## config.mk

```make
export PLATFORM = sky130hd
export DESIGN_NAME = dds_sweep_ctrl
export DESIGN_NICKNAME = d
export VERILOG_FILES = /design/src/rtl/dds_pkg.sv /design/src/rtl/dds_dwell_timer.sv /design/src/rtl/dds_sweep_ctrl.sv
export SDC_FILE = /design/constraint.sdc
export NUM_CORES = 1
export LEC_CHECK = 0
export ABC_AREA = 0
export BUFFER_PORTS_ARGS = -buffer_cell sky130_fd_sc_hd__buf_4
export CAP_MARGIN = 20
export CELL_PAD_IN_SITES_DETAIL_PLACEMENT = 1
export CELL_PAD_IN_SITES_GLOBAL_PLACEMENT = 1
export CORE_MARGIN = 1
export CORE_UTILIZATION = 30
export CTS_CLUSTER_DIAMETER = 120
export DETAILED_ROUTE_END_ITERATION = 10
export PLACE_DENSITY = 0.61
export REMOVE_ABC_BUFFERS = 1
export SYNTH_ARGS = -nofsm -noshare
export SYNTH_HDL_FRONTEND = slang
export SYNTH_SLANG_ARGS = --single-unit
```

## constraint.sdc

```tcl
create_clock -name clk -period 6.7 [get_ports clk]
set_input_delay 0 -clock clk [delete_from_list [all_inputs] [get_ports clk]]
set_output_delay 0 -clock clk [all_outputs]
set_load 0.005 [all_outputs]
```

## src/rtl/dds_pkg.sv

```systemverilog
// dds_pkg: shared state encoding, sweep mode codes and default widths for the DDS sweep sequencer.
package dds_pkg;
    typedef enum logic [1:0] {IDLE, FWD, REV, FIN} state_t;
    localparam logic [1:0] MODE_SINGLE = 2'd0;
    localparam logic [1:0] MODE_REPEAT = 2'd1;
    localparam logic [1:0] MODE_TRI    = 2'd2;
    localparam int INC_W_DEF = 8;
endpackage

```

## src/rtl/dds_dwell_timer.sv

```systemverilog
// dds_dwell_timer: holds each frequency step; expired is high on the last cycle of a dwell.
module dds_dwell_timer #(
    parameter int DWELL_W = 12
) (
    input  logic               clk,
    input  logic               clrn,
    input  logic               load,
    input  logic [DWELL_W-1:0] val,
    output logic               expired
);
    logic [DWELL_W-1:0] cnt;

    always_ff @(posedge clk or negedge clrn) begin
        if (!clrn) cnt <= '0;
        else if (load) cnt <= val;
        else if (cnt != '0) cnt <= cnt - 1'b1;
    end

    assign expired = cnt == '0;
endmodule

```

## src/rtl/dds_sweep_ctrl.sv

```systemverilog
// dds_sweep_ctrl: steps the accumulator phase increment through single, sawtooth or triangle sweeps.
module dds_sweep_ctrl
    import dds_pkg::*;
#(
    parameter int INC_W   = INC_W_DEF,
    parameter int DWELL_W = 12
) (
    input  logic               clk,
    input  logic               clrn,
    input  logic               start,
    input  logic               abort,
    input  logic [INC_W-1:0]   cfg_start,
    input  logic [INC_W-1:0]   cfg_stop,
    input  logic [INC_W-1:0]   cfg_step,
    input  logic [DWELL_W-1:0] cfg_dwell,
    input  logic [1:0]         cfg_mode,
    output logic [INC_W-1:0]   phinc,
    output logic               acc_clr,
    output logic               busy,
    output logic               done,
    output logic               dir
);
    state_t state, state_n;
    logic [INC_W-1:0] start_l, stop_l, step_l, phinc_n, nxt_fwd, nxt_rev;
    logic [DWELL_W-1:0] dwell_l;
    logic [1:0] mode_l;
    logic acc_clr_n, busy_n, done_n, dir_n, load, expired, accept;

    // One step from cur toward tgt in INC_W+1 bits, clamped at tgt so it never overshoots or wraps.
    function automatic logic [INC_W-1:0] step_to(input logic [INC_W-1:0] cur, tgt, stp);
        logic [INC_W:0] s, d;
        s = {1'b0, cur} + {1'b0, stp};
        d = {1'b0, cur} - {1'b0, stp};
        return tgt > cur ? (s > {1'b0, tgt} ? tgt : s[INC_W-1:0])
                         : ((d[INC_W] || d[INC_W-1:0] < tgt) ? tgt : d[INC_W-1:0]);
    endfunction

    assign nxt_fwd = step_to(phinc, stop_l, step_l);
    assign nxt_rev = step_to(phinc, start_l, step_l);
    assign accept  = state == IDLE && start && !abort;

    dds_dwell_timer #(.DWELL_W(DWELL_W)) u_dwell (
        .clk     (clk),
        .clrn    (clrn),
        .load    (load),
        .val     (state == IDLE ? cfg_dwell : dwell_l),
        .expired (expired)
    );

    always_comb begin
        state_n   = state;
        phinc_n   = phinc;
        acc_clr_n = 1'b0;
        busy_n    = busy;
        done_n    = 1'b0;
        dir_n     = dir;
        load      = 1'b0;
        case (state)
            IDLE: if (accept) begin
                state_n   = FWD;
                phinc_n   = cfg_start;
                acc_clr_n = 1'b1;
                busy_n    = 1'b1;
                dir_n     = 1'b0;
                load      = 1'b1;
            end
            FWD: if (expired) begin
                load = 1'b1;
                if (phinc != stop_l) phinc_n = nxt_fwd;
                else if (mode_l == MODE_REPEAT) phinc_n = start_l;
                else if (mode_l == MODE_TRI) begin
                    state_n = REV;
                    dir_n   = 1'b1;
                    phinc_n = nxt_rev;
                end else begin
                    state_n = FIN;
                    phinc_n = '0;
                    busy_n  = 1'b0;
                    done_n  = 1'b1;
                    load    = 1'b0;
                end
            end
            REV: if (expired) begin
                load = 1'b1;
                if (phinc == start_l) begin
                    state_n = FWD;
                    dir_n   = 1'b0;
                    phinc_n = nxt_fwd;
                end else phinc_n = nxt_rev;
            end
            default: state_n = IDLE;
        endcase
        if (abort && state != IDLE) begin
            state_n = IDLE;
            phinc_n = '0;
            busy_n  = 1'b0;
            dir_n   = 1'b0;
            done_n  = 1'b0;
            load    = 1'b0;
        end
    end

    always_ff @(posedge clk or negedge clrn) begin
        if (!clrn) begin
            state   <= IDLE;
            phinc   <= '0;
            acc_clr <= 1'b0;
            busy    <= 1'b0;
            done    <= 1'b0;
            dir     <= 1'b0;
            start_l <= '0;
            stop_l  <= '0;
            step_l  <= '0;
            dwell_l <= '0;
            mode_l  <= '0;
        end else begin
            state   <= state_n;
            phinc   <= phinc_n;
            acc_clr <= acc_clr_n;
            busy    <= busy_n;
            done    <= done_n;
            dir     <= dir_n;
            if (accept) begin
                start_l <= cfg_start;
                stop_l  <= cfg_stop;
                step_l  <= cfg_step == '0 ? INC_W'(1) : cfg_step;
                dwell_l <= cfg_dwell;
                mode_l  <= cfg_mode;
            end
        end
    end
endmodule

```

**After elaboration in Yosys (flattened, before gate mapping)**

Index checks and enable logic that the tools add are counted.

- $add $sub $neg: 3
- Magnitude comparators: 6
- Equal/unequal tests: 14
- Mux-type cells: 59
- Reduce and logical (&&, ||, !) cells: 18

Operators by type and width:

| cell | number |
|---|---|
| 2-to-1 mux 8 bit | 15 |
| 2-to-1 mux 12 bit | 3 |
| 2-to-1 mux 1 bit | 29 |
| one-hot mux 8 bit (3 select lines) | 1 |
| != test 3 bit (second input constant) | 7 |
| > comparator 9 x 8 -> 1 bit | 2 |
| > comparator 8 bit | 2 |
| < comparator 8 bit | 2 |
| 2-to-1 mux 2 bit | 7 |
| logical NOT 12 bit | 1 |
| AND reduction 6 bit | 2 |
| nonzero test 12 bit | 1 |
| subtractor 12 x 1 -> 12 bit (second input constant) | 1 |
| adder 8 x 8 -> 9 bit | 1 |
| subtractor 8 x 8 -> 9 bit | 1 |
| equality test 8 bit | 1 |
| logical NOT 8 bit | 1 |
| != test 8 bit | 1 |
| AND reduction 8 bit | 1 |
| one-hot mux 1 bit (3 select lines) | 2 |
| one-hot mux 2 bit (3 select lines) | 1 |
| equality test 2 x 1 -> 1 bit (second input constant) | 2 |
| equality test 2 bit (second input constant) | 2 |
| AND reduction 4 bit | 1 |
| other kinds (9) | 13 |

- Register bits: 64
- Output and inout bits: 12
- Logic and storage cells: 112

**Depth between registers and ports, before layout**

- Word-level depth: 11
- Mapped depth: 19
- Gate-level depth less buffers: 18

**Hierarchy**

From an unflattened synthesis, not the netlist that was laid out.

- Cells, all modules: 668
- Area, all modules: 5634.2 um2

By module, submodules not included:

| module | instances | cells an instance | area each (um2) |
|---|---|---|---|
| dds_sweep_ctrl | 1 | 596 | 4903.5 |
| dds_dwell_timer | 1 | 72 | 730.7 |

**Worst setup path after synthesis**

No wires, ideal clock.

- Path kind: reg2reg
- Start: register phinc[0]
- End: register phinc[5]
- Library setup time: 0.124 ns
- Data arrival time: 3.946 ns
- Data required time: 6.576 ns
- Path slack: 2.630 ns
- Stages on the path, launching flop included: 17
- Buffers on the path: 0
- Cells stage by stage: dfrtp_1 > ha_1 > inv_1 > fa_1 > or2_1 > a221oi_1 > nor2_1 > o311ai_2 > ha_1 > o21a_1 > o21a_1 > o22a_1 > o2bb2ai_1 > o32a_1 > o2111a_1 > o31a_1 > a211o_1

- Longest elaborated chain between the ends: 11
- Elaborated cells between the ends (all ways): 26
- Those cells by class: add/sub: 2; order compare: 6; eq/ne: 2; mux: 14; reduce/logical: 2

RTL lines:

| what | line | text |
|---|---|---|
| start, declared | dds_sweep_ctrl.sv:17 | `output logic [INC_W-1:0] phinc,` |
| start signal, assigned | dds_sweep_ctrl.sv:118 | `phinc <= phinc_n;` |
| subtractor 8 x 8 -> 9 bit | dds_sweep_ctrl.sv:33 | `d = {1'b0, cur} - {1'b0, stp};` |
| < comparator 8 bit | dds_sweep_ctrl.sv:35 | `: ((d[INC_W] \|\| d[INC_W-1:0] < tgt) ? tgt : d[INC_W-1:0]);` |
| logical OR 1 bit | dds_sweep_ctrl.sv:35 |  |
| 2-to-1 mux 8 bit | dds_sweep_ctrl.sv:35 |  |
| 2-to-1 mux 8 bit | dds_sweep_ctrl.sv:34 | `return tgt > cur ? (s > {1'b0, tgt} ? tgt : s[INC_W-1:0])` |
| 2-to-1 mux 8 bit | dds_sweep_ctrl.sv:71 | `else if (mode_l == MODE_TRI) begin` |
| 2-to-1 mux 8 bit | dds_sweep_ctrl.sv:70 | `else if (mode_l == MODE_REPEAT) phinc_n = start_l;` |
| 2-to-1 mux 8 bit | dds_sweep_ctrl.sv:69 | `if (phinc != stop_l) phinc_n = nxt_fwd;` |
| 2-to-1 mux 8 bit | dds_sweep_ctrl.sv:67 | `FWD: if (expired) begin` |
| one-hot mux 8 bit (3 select lines) (*) | dds_sweep_ctrl.sv:58 | `case (state)` |
| 2-to-1 mux 8 bit (*) | dds_sweep_ctrl.sv:93 | `if (abort && state != IDLE) begin` |

Mark *: on every way between the ends. The rest lies on a longest branch, timed or not. The select of a mux whose other input is x is not followed.
A chain may end at the register's enable or synchronous reset.

**Worst setup path in the final report**

- Start: register phinc[0]
- End: register phinc[0]

Same word-level chain as after synthesis.

==> flow_metrics.py <==
metrics = {
    "run_status": {
        "outcome": "complete, no violations",
    },
    "floorplan": {
        "dieWidth_um": 141.1,
        "die_area_mm2": 0.01990,
        "chipHeight_um": 141.1,
        "floorplan.initialDensity_pct": 30.82,
        "core.rowCount": 50,
        "top_level_ports": 54,
        "placeable_core_region_mm2": 0.01883,
    },
    "clocking": {
        "cts_buffers": 9,
        "worst_skew_pair.late_latency_ns": 0.35,
        "clk_transition_reported_paths_ns": 0.06,
        "sink_count": 64,
        "postCtsSetupBuffers": 0,
        "ctsRootBufferMaster": "sky130_fd_sc_hd__clkbuf_16",
        "clock_tree_from_tritoncts": "built",
        "htree_num_levels": 3,
        "clockBufferDepth": 2,
        "post_cts_resized": 0,
        "cts-hold-fix-buffers": 40,
    },
    "synthesis": {
        "synth_cell_types": 80,
        "syn_area_per_cell_um2": 8.243,
        "synthCells": 704,
        "synth_edf_count": 0,
        "synth_area_mm2": 0.005803,
        "post_synthesis_sequential_area_ratio_pct": 27.60,
        "synth-warning-count": 0,
        "postSynth.topFlopCell": "sky130_fd_sc_hd__dfrtp_1",
        "asyncSetResetFlopFracSynth_pct": 100.0,
        "synth_seq_cells": 64,
    },
    "cells_and_area": {
        "layout-drive-gt1-share_pct": 12.37,
        "nFillCells": 2236,
        "area_delta_synth_final_pct": 21.88,
        "most-common-layout-cells": "sky130_fd_sc_hd__nand2_1, sky130_fd_sc_hd__ha_1, sky130_fd_sc_hd__dfrtp_1",
        "most_common_cell_after_layout_fill_and_taps_aside": "sky130_fd_sc_hd__nand2_1",
        "layout.nets": 893,
        "antenna-diode-count": 0,
    },
    "drt": {
        "vias": 5657,
        "drt-initial-drc-count": 298,
        "viasPerCell": 5.419,
        "routed_wirelength_normalized_by_instance_count_um": 20.36,
        "ant_nets": 0,
        "routed_wirelength_um": 21260,
        "drt_pass1_iterations": 6,
        "drc": 0,
    },
    "sta": {
        "final-hold-violation-count": 0,
        "max_freq_mhz": 198.5,
        "tns_ns": 0,
        "tightest_slew_ns": 0.9856,
        "period_needed_ns": 5.037,
        "finalMaxSlewViolations": 0,
        "unrepaired_setup_endpoints_after_global_routing": "no",
        "fin_skew_ns": 0.008506,
        "timing.final.setup_violations": 0,
        "worst_slew_margin_rel_pct": 34.29,
        "period_share_pct": 75.18,
    },
    "placed_design": {
        "port_buffers": 53,
        "gpl.final_weighted_congestion": 0.8878,
        "place.detailed.hpwl_um": 16100,
    },
    "grt": {
        "overflow": 0,
        "first_pass_grt_wire_length_um": 33510,
        "initial_antenna_violation_count": 0,
        "grt.total_usage_pct": 22.34,
        "grt_max_degree": 65,
        "first_global_vias": 5929,
    },
    "worst_setup_path": {
        "critical_path.max_fanout": 8,
        "worstSetupStartpointType": "flop",
        "worst-r2r-setup-slack_ns": 1.66,
        "end_kind": "flop",
        "worst_ep_arrival_time_ns": 5.24,
        "data_required_time_of_the_critical_path_ns": 6.90,
        "crit_type": "flop to flop",
    },
    "job": {
        "maxCapViolations": 0,
    },
    "hold_path": {
        "worstHoldPathType": "primary input to flop",
    },
}
cells by family (layout without fill, tap and decap cells):
logic type	count (synthesis)	in the layout	synth area share, %
flip-flops	64	64	27.60
buffers and inverters	93	173	7.029
AND/OR/NAND/NOR	245	245	19.77
XOR/XNOR	18	18	2.717
adder cells (fa/ha/maj)	72	72	15.78
AO/OA/AOI/OAI	183	183	22.08
multiplexers	29	29	5.024
registers in the layout, summed over array words and instances, names as in the netlist:
name and flops:
step_l 8, dwell_l 12, phinc 8, dir 1, stop_l 8, mode_l 2
u_dwell.cnt 12, start_l 8, acc_clr 1, busy 1, state 2, done 1
routing by layer:
metal | wire [um] | vias up | global-route usage (%)
li1 | - | 2690 | -
met1 | 9354 | 2782 | 27.57
met2 | 10460 | 154 | 39.32
met3 | 966 | 31 | 3.601
met4 | 483 | 0 | 7.551
met5 | 0 | - | 0
stage by stage:
step	cell area, um2	hold slack, ns	std cells	setup WS [ns]	utilization, %
finish	7073	0.03573	1044	1.663	37.56
detailed placement	6366	0.1978	988	1.692	33.81
CTS	7073	0.03440	1044	1.688	37.56
global route	7073	0.08071	1044	1.438	37.56
global placement	6366	0.1952	988	1.883	33.81
floorplan	5628	-0.2956	673	2.630	-
path summary, 6_finish.rpt:
kind                               end   startpoint  depth (start not counted)
max reg2reg                   phinc[0]     phinc[0]                         16
max in group asynchronous  dwell_l[10]         clrn                          2
min in group asynchronous   start_l[4]         clrn                          2
max                           phinc[0]     phinc[0]                         16
min reg2reg                dwell_l[11]  dwell_l[11]                          2
min                               busy        start                          4
Yosys cell counts (3+ instances only):
library cell / count / share of area (%)
sky130_fd_sc_hd__a211oi_1: 7 / 0.91
sky130_fd_sc_hd__a21boi_0: 4 / 0.52
sky130_fd_sc_hd__a21o_1: 3 / 0.39
sky130_fd_sc_hd__a21oi_1: 32 / 2.8
sky130_fd_sc_hd__a221oi_1: 4 / 0.60
sky130_fd_sc_hd__a22oi_1: 7 / 0.91
sky130_fd_sc_hd__a31oi_1: 8 / 0.86
sky130_fd_sc_hd__buf_2: 4 / 0.34
sky130_fd_sc_hd__buf_4: 3 / 0.39
sky130_fd_sc_hd__buf_6: 3 / 0.58
sky130_fd_sc_hd__clkbuf_1: 17 / 1.1
sky130_fd_sc_hd__dfrtp_1: 64 / 28
sky130_fd_sc_hd__ha_1: 70 / 15
sky130_fd_sc_hd__inv_1: 61 / 3.9
sky130_fd_sc_hd__mux2i_1: 28 / 4.8
sky130_fd_sc_hd__nand2_1: 115 / 7.4
sky130_fd_sc_hd__nand2b_1: 5 / 0.54
sky130_fd_sc_hd__nand3_1: 11 / 0.95
sky130_fd_sc_hd__nand4_1: 9 / 0.97
sky130_fd_sc_hd__nor2_1: 38 / 2.5
sky130_fd_sc_hd__nor2b_1: 4 / 0.43
sky130_fd_sc_hd__nor3_1: 24 / 2.1
sky130_fd_sc_hd__nor4_1: 9 / 0.97
sky130_fd_sc_hd__o2111ai_1: 3 / 0.45
sky130_fd_sc_hd__o211a_1: 3 / 0.52
sky130_fd_sc_hd__o211ai_1: 11 / 1.4
sky130_fd_sc_hd__o21a_1: 6 / 0.78
sky130_fd_sc_hd__o21ai_0: 42 / 3.6
sky130_fd_sc_hd__o221ai_1: 7 / 1.1
sky130_fd_sc_hd__o311ai_0: 4 / 0.60
sky130_fd_sc_hd__o31ai_1: 4 / 0.52
sky130_fd_sc_hd__o32ai_1: 4 / 0.60
sky130_fd_sc_hd__or2_2: 5 / 0.54
sky130_fd_sc_hd__or3_1: 9 / 0.97
sky130_fd_sc_hd__or4_1: 3 / 0.39
sky130_fd_sc_hd__xnor2_1: 9 / 1.4
sky130_fd_sc_hd__xor2_1: 9 / 1.4
worst max-delay path, cell delays in order, from the launching register on:
cell and delay (ns):
sky130_fd_sc_hd__dfrtp_1 0.48, sky130_fd_sc_hd__ha_1 0.21, sky130_fd_sc_hd__inv_1 0.06, sky130_fd_sc_hd__fa_1 0.42, sky130_fd_sc_hd__or2_1 0.30, sky130_fd_sc_hd__a221oi_1 0.50, sky130_fd_sc_hd__nor2_1 0.10, sky130_fd_sc_hd__o311ai_2 0.48
sky130_fd_sc_hd__ha_1 0.36, sky130_fd_sc_hd__o21a_1 0.12, sky130_fd_sc_hd__o21a_1 0.16, sky130_fd_sc_hd__o22a_1 0.23, sky130_fd_sc_hd__o2bb2ai_1 0.30, sky130_fd_sc_hd__o21ai_2 0.44, sky130_fd_sc_hd__mux2_2 0.39, sky130_fd_sc_hd__a31oi_1 0.19
sky130_fd_sc_hd__o221ai_1 0.16
cell type report:
cell class	count	area (um2)	area share, %
multi-input cells	547	3794	53.64
flip-flops and latches	64	1602	22.64
well taps	260	325.3	4.599
inverters	62	232.7	3.290
clock inverters	6	67.56	0.9552
repair buffers	95	813.3	11.50
clock buffers	10	239.0	3.379
Power is not shown: default switching activity piles up to over one toggle a cycle in this logic, so the estimate is an artifact.
